## src/rtl/arb_pkg.sv

```systemverilog
// Shared definitions for the datapath arbiter: FSM state encoding and default limits.
package arb_pkg;

    typedef enum logic [1:0] {
        IDLE    = 2'd0,
        ISSUE   = 2'd1,
        WAIT    = 2'd2,
        RELEASE = 2'd3
    } state_t;

    localparam int TIMEOUT_DEFAULT = 15;
    localparam int NUM_REQ_MAX     = 8;

endpackage

```

## src/rtl/rr_pick.sv

```systemverilog
// Rotate-priority encoder: finds the first asserted request at or above ptr, wrapping around.
module rr_pick
    import arb_pkg::*;
#(
    parameter int NUM_REQ = 2,
    parameter int IDX_W   = (NUM_REQ > 1) ? $clog2(NUM_REQ) : 1
) (
    input  logic [NUM_REQ-1:0] req,
    input  logic [IDX_W-1:0]   ptr,
    output logic [NUM_REQ-1:0] pick,
    output logic [IDX_W-1:0]   idx,
    output logic               any_req
);

    // NOTE: every variable written here gets a default first so no latch is inferred.
    always_comb begin
        logic found;
        int   j;
        pick    = '0;
        idx     = '0;
        any_req = |req;
        found   = 1'b0;
        j       = 0;
        for (int k = 0; k < NUM_REQ; k++) begin
            j = int'(ptr) + k;
            if (j >= NUM_REQ) j = j - NUM_REQ;
            if (!found && req[j]) begin
                found   = 1'b1;
                pick[j] = 1'b1;
                idx     = IDX_W'(j);
            end
        end
    end

endmodule

```

## src/rtl/datapath_arbiter.sv

```systemverilog
// Round-robin arbiter that shares one datapath between NUM_REQ requesters:
// grant, issue operand with a start pulse, wait for data_en (or timeout), pulse done.
module datapath_arbiter
    import arb_pkg::*;
#(
    parameter int NUM_REQ    = 2,
    parameter int DATA_WIDTH = 1,
    parameter int TIMEOUT    = TIMEOUT_DEFAULT,
    parameter int CNT_W      = 4
) (
    input  logic                          clk,
    input  logic                          rst,
    input  logic                          clk_en,
    input  logic [NUM_REQ-1:0]            req,
    input  logic [NUM_REQ*DATA_WIDTH-1:0] req_data,
    output logic [NUM_REQ-1:0]            gnt,
    output logic [NUM_REQ-1:0]            done,
    output logic                          timeout_err,
    output logic [DATA_WIDTH-1:0]         dp_data_in,
    output logic                          dp_start,
    input  logic                          dp_data_en,
    output logic                          busy
);

    localparam int IDX_W   = (NUM_REQ > 1) ? $clog2(NUM_REQ) : 1;
    localparam int LAST_I  = (TIMEOUT > 0) ? TIMEOUT - 1 : 0;
    localparam logic [CNT_W-1:0] TO_LAST  = CNT_W'(LAST_I);
    localparam logic [IDX_W-1:0] IDX_LAST = IDX_W'(NUM_REQ - 1);

    state_t               state;
    logic [IDX_W-1:0]     rr_ptr;
    logic [IDX_W-1:0]     gnt_idx;
    logic [CNT_W-1:0]     counter;

    logic [NUM_REQ-1:0]   pick;
    logic [IDX_W-1:0]     pick_idx;
    logic                 pick_any;
    logic [DATA_WIDTH-1:0] pick_data;
    logic                 timeout_hit;

    rr_pick #(
        .NUM_REQ (NUM_REQ),
        .IDX_W   (IDX_W)
    ) u_rr_pick (
        .req     (req),
        .ptr     (rr_ptr),
        .pick    (pick),
        .idx     (pick_idx),
        .any_req (pick_any)
    );

    always_comb begin
        pick_data   = req_data[int'(pick_idx) * DATA_WIDTH +: DATA_WIDTH];
        timeout_hit = (TIMEOUT > 0) && (counter == TO_LAST);
    end

    // NOTE: state registers use non-blocking assignments so every flop samples pre-edge values.
    always_ff @(posedge clk) begin
        if (rst) begin
            state       <= IDLE;
            gnt         <= '0;
            gnt_idx     <= '0;
            done        <= '0;
            timeout_err <= 1'b0;
            dp_start    <= 1'b0;
            dp_data_in  <= '0;
            busy        <= 1'b0;
            rr_ptr      <= '0;
            counter     <= '0;
        end else if (clk_en) begin
            case (state)
                IDLE: begin
                    if (pick_any) begin
                        state      <= ISSUE;
                        gnt        <= pick;
                        gnt_idx    <= pick_idx;
                        dp_data_in <= pick_data;
                        dp_start   <= 1'b1;
                        busy       <= 1'b1;
                    end
                end
                ISSUE: begin
                    state    <= WAIT;
                    dp_start <= 1'b0;
                    counter  <= '0;
                end
                WAIT: begin
                    counter <= counter + 1'b1;
                    // data_en takes precedence over a coincident timeout
                    if (dp_data_en) begin
                        state <= RELEASE;
                        done  <= gnt;
                    end else if (timeout_hit) begin
                        state       <= RELEASE;
                        done        <= gnt;
                        timeout_err <= 1'b1;
                    end
                end
                RELEASE: begin
                    state       <= IDLE;
                    gnt         <= '0;
                    done        <= '0;
                    timeout_err <= 1'b0;
                    busy        <= 1'b0;
                    rr_ptr      <= (gnt_idx == IDX_LAST) ? '0 : gnt_idx + 1'b1;
                end
                default: state <= IDLE;
            endcase
        end
    end

endmodule

```

## config.mk

```make
export PLATFORM = sky130hd
export DESIGN_NAME = datapath_arbiter
export DESIGN_NICKNAME = d
export VERILOG_FILES = /design/src/rtl/arb_pkg.sv /design/src/rtl/rr_pick.sv /design/src/rtl/datapath_arbiter.sv
export SDC_FILE = /design/constraint.sdc
export NUM_CORES = 1
export LEC_CHECK = 0
export CORE_ASPECT_RATIO = 0.8
export CORE_UTILIZATION = 50
export CTS_CLUSTER_SIZE = 10
export DETAILED_ROUTE_END_ITERATION = 8
export PLACE_DENSITY = 0.77
export SLEW_MARGIN = 20
export SYNTH_ARGS = -nofsm -noshare
export SYNTH_HDL_FRONTEND = slang
export SYNTH_HIERARCHICAL = 1
export SYNTH_SLANG_ARGS = --single-unit
```

## constraint.sdc

```tcl
create_clock -name clk -period 1.6 [get_ports clk]
set_input_delay 0.32 -clock clk [delete_from_list [all_inputs] [get_ports clk]]
set_output_delay 0.32 -clock clk [all_outputs]
set_load 0.03 [all_outputs]
```

==> flow_summary.yaml <==
critical_path:
  slowest_delay_ps: 430
  reg2reg_slack_ps: 100
  path_max_fanout: 4
  r2r_cells: 5
  cp.arrival_ps: 1720
  cp_top_family: "simple AND/OR/NAND/NOR gates"
  endpoint_kind: "register"
  r2r_start: "state[1]"
  crit_buf_inv: 1
  crit_slowest_cell: "or4b_1"
  path_class: "register to register"
  r2r-end: "counter[3]"
  path_cells: "inv_1 > ha_1 > and3_1 > or4b_1 > o21ai_0"
  crit_required_ps: 1820
  startpoint_type: "register"
clock_tree:
  hold_buffers: 0
  cts_setup_buffers: 0
  cts_root_buffer: "clkbuf_4"
  cts-resized-gates: 8
  clock_latency_ps: 280
  clock_sinks: 16
  cts_made_buffers: 3
  clk_pin_slew_ps: 90
  cts_tree: "yes"
  h-tree-depth: 1
  clock_path_buffers: 2
route:
  post_drt_wl_per_cell_um: 12.0
  drt_pass1_iterations: 4
  vias: 728
  ant_nets: 0
  drc_errors: 0
  first_iter_violations: 14
  via_per_inst: 5.16
  drt_wl_total_mm: 1.69
worst_hold_path:
  hp-start: "gnt_idx"
  hp-class: "register to register"
  whs_path_depth: 1
  hold_path_end: "rr_ptr"
final_layout:
  fin_util_pct: 68.4
  antennaDiodeCount: 0
  stdcell_count: 141
  layout-drive-gt1-share_pct: 14.3
  area_growth_pct: 27.5
  num-nets-final: 134
floorplanning:
  die_area_sq_um: 1920
  rows: 13
  core_sq_um: 1630
  pin_count: 16
  die_x_um: 48.7
  start_util_pct: 53.6
  die_y_um: 39.4
timing:
  relSlewSlack_pct: 79.5
  worst_slack_ps: 102
  final_max_slew_viol_count: 0
  clock_skew_ps: 4.12
  rsz0062_at_grt: "false"
  setup_viol: 0
  min_period_over_period_pct: 93.6
  max_freq_ghz: 0.667
  finalHoldViolCount: 0
  worst_pin_slew_ps: 308
  finalCriticalPeriod_ps: 1500
  hold_ws_ps: 447
power_and_ir_drop:
  fin_total_pwr_w: 0.000889
  p_leak_nw: 0.470
  vdd_drop_max_v: 0.000560
  power.density_nw_per_um2: 799
yosys:
  synth_simple_gate_area_share_pct: 22.0
  synthAdderAreaFrac_pct: 8.61
  synthesis.area_sq_um: 872
  synth.top_cell.area_share_pct: 36.7
  yosysWarnings: 6
  ys_seq_area_share_pct: 36.7
  synth_cells: 97
  synth.area.mux_share_pct: 9.47
  synth_compound_area_share_pct: 18.4
  synth-xor-area-share_pct: 0
  synthArstFlopShare_pct: 0
  synth_common_cells: "dfxtp_1 (16), a21oi_1 (9)"
  synth_top_cells_by_area: "dfxtp_1 (37%), ha_1 (8.6%), mux2i_1 (6.9%), a21oi_1 (5.2%), nand2b_1 (4.3%)"
  synth_top_family_by_area: "simple AND/OR/NAND/NOR gates"
  synth_area_leader_cell: "dfxtp_1"
  synth_edf_count: 0
  synth.most_common_cell: "dfxtp_1"
  synth_flop_cell: "dfxtp_1"
  synth.distinct_cells: 32
  synth_seq_cells: 16
  syn_nets: 111
  syn_area_per_cell_sq_um: 8.99
grt:
  grt_pass1_wl_mm: 2.68
  grt_usage_pct: 19.2
  grt.overflow.total: 0
  grt_max_degree: 12
  antenna_found_initial: 0
  first_global_vias: 643
run_status:
  outcome: "completed"
placed_design:
  dp_hpwl_mm: 1.31
  pre_cts_slack_ps: -171
  placed_cells: 137
  port_buffers: 15
  gp_congestion: 0.853
job:
  drv_cap: 0
[cells in the final DEF (no fill, tap or decap)]
cell              n
a31oi_1           1
a21boi_0          3
dfxtp_1          15
or4b_1            1
mux2i_1           6
ha_2              1
mux2_2            2
a211oi_2          1
o31ai_1           1
ha_1              5
nor3_1            1
a311oi_1          1
nor2b_1           4
nand3b_1          3
and3_1            1
clkbuf_8          1
nand3_2           1
dlygate4sd2_1     8
clkdlybuf4s50_1   7
nor2_1            4
nand3_1           2
or2_1             1
inv_1             6
or4_1             1
o21a_1            1
buf_4             7
o21ai_0           5
nand2_1           5
a22o_1            2
dfxtp_2           1
clkbuf_4          3
nand4b_1          1
and3b_1           1
o211ai_1          1
nand2b_1          6
a21oi_1           9
[worst max path at each step]
stage	endpoint	slack, ps	from	cells past startpoint
floorplan	counter[3]	150	state[0]	5
global placement	dp_data_in	-120	req[1]	5
detailed placement	dp_data_in	-170	req[1]	5
CTS	counter[3]	50	state[0]	5
global route	counter[3]	1	state[1]	5
finish	counter[3]	100	state[1]	5
[flip-flops by register name (all words and copies together) (netlist names)]
| signal | cells |
|---|---|
| done | 2 |
| dp_data_in | 1 |
| dp_start | 1 |
| timeout_err | 1 |
| gnt | 2 |
| gnt_idx | 1 |
| rr_ptr | 1 |
| busy | 1 |
| state | 2 |
| counter | 4 |
[report_power, final]
part | leakage [nW] | internal [W] | switching, W | total, W
Sequential | 0.130 | 0.000418 | 0.0000139 | 0.000432
Clock | 0.0210 | 0.000139 | 0.000121 | 0.000260
Combinational | 0.319 | 0.0000942 | 0.000103 | 0.000198
Total | 0.470 | 0.000651 | 0.000238 | 0.000889
[worst register-to-register path: stages (launching register included)]
cell and delay [ps]:
dfxtp_1 390, inv_1 80, ha_1 290, and3_1 170, or4b_1 430, o21ai_0 80
[per-stage QoR]
stage	setup TNS (ps)	instance area, sq um
after floorplan	0	872
after global placement	-442	1080
after detailed placement	-613	1080
after CTS	0	1110
after global routing	0	1110
final	0	1110
[cells by family after synthesis]
logic type,after synthesis
simple gates,32
compound gates,25
flops,16
buf+inv,10
mux,8
fa+ha+maj,6
[layout make-up]
| type | instances | area [sq um] |
|---|---|---|
| multi-input cells | 71 | 512 |
| inverters | 6 | 22.5 |
| well taps | 22 | 27.5 |
| repair buffers | 22 | 193 |
| flip-flops and latches | 16 | 322 |
| clock buffers | 4 | 36.3 |
| fillers | 143 | 514 |
[routing by layer]
metal	track usage, %	up-vias	part of all wire (%)
li1	-	387	-
met1	23.7	320	49
met2	31.3	19	46
met3	8.14	2	4.7
met4	4.41	0	0.53
met5	0	-	0
Power figures use the tool's default switching activity.
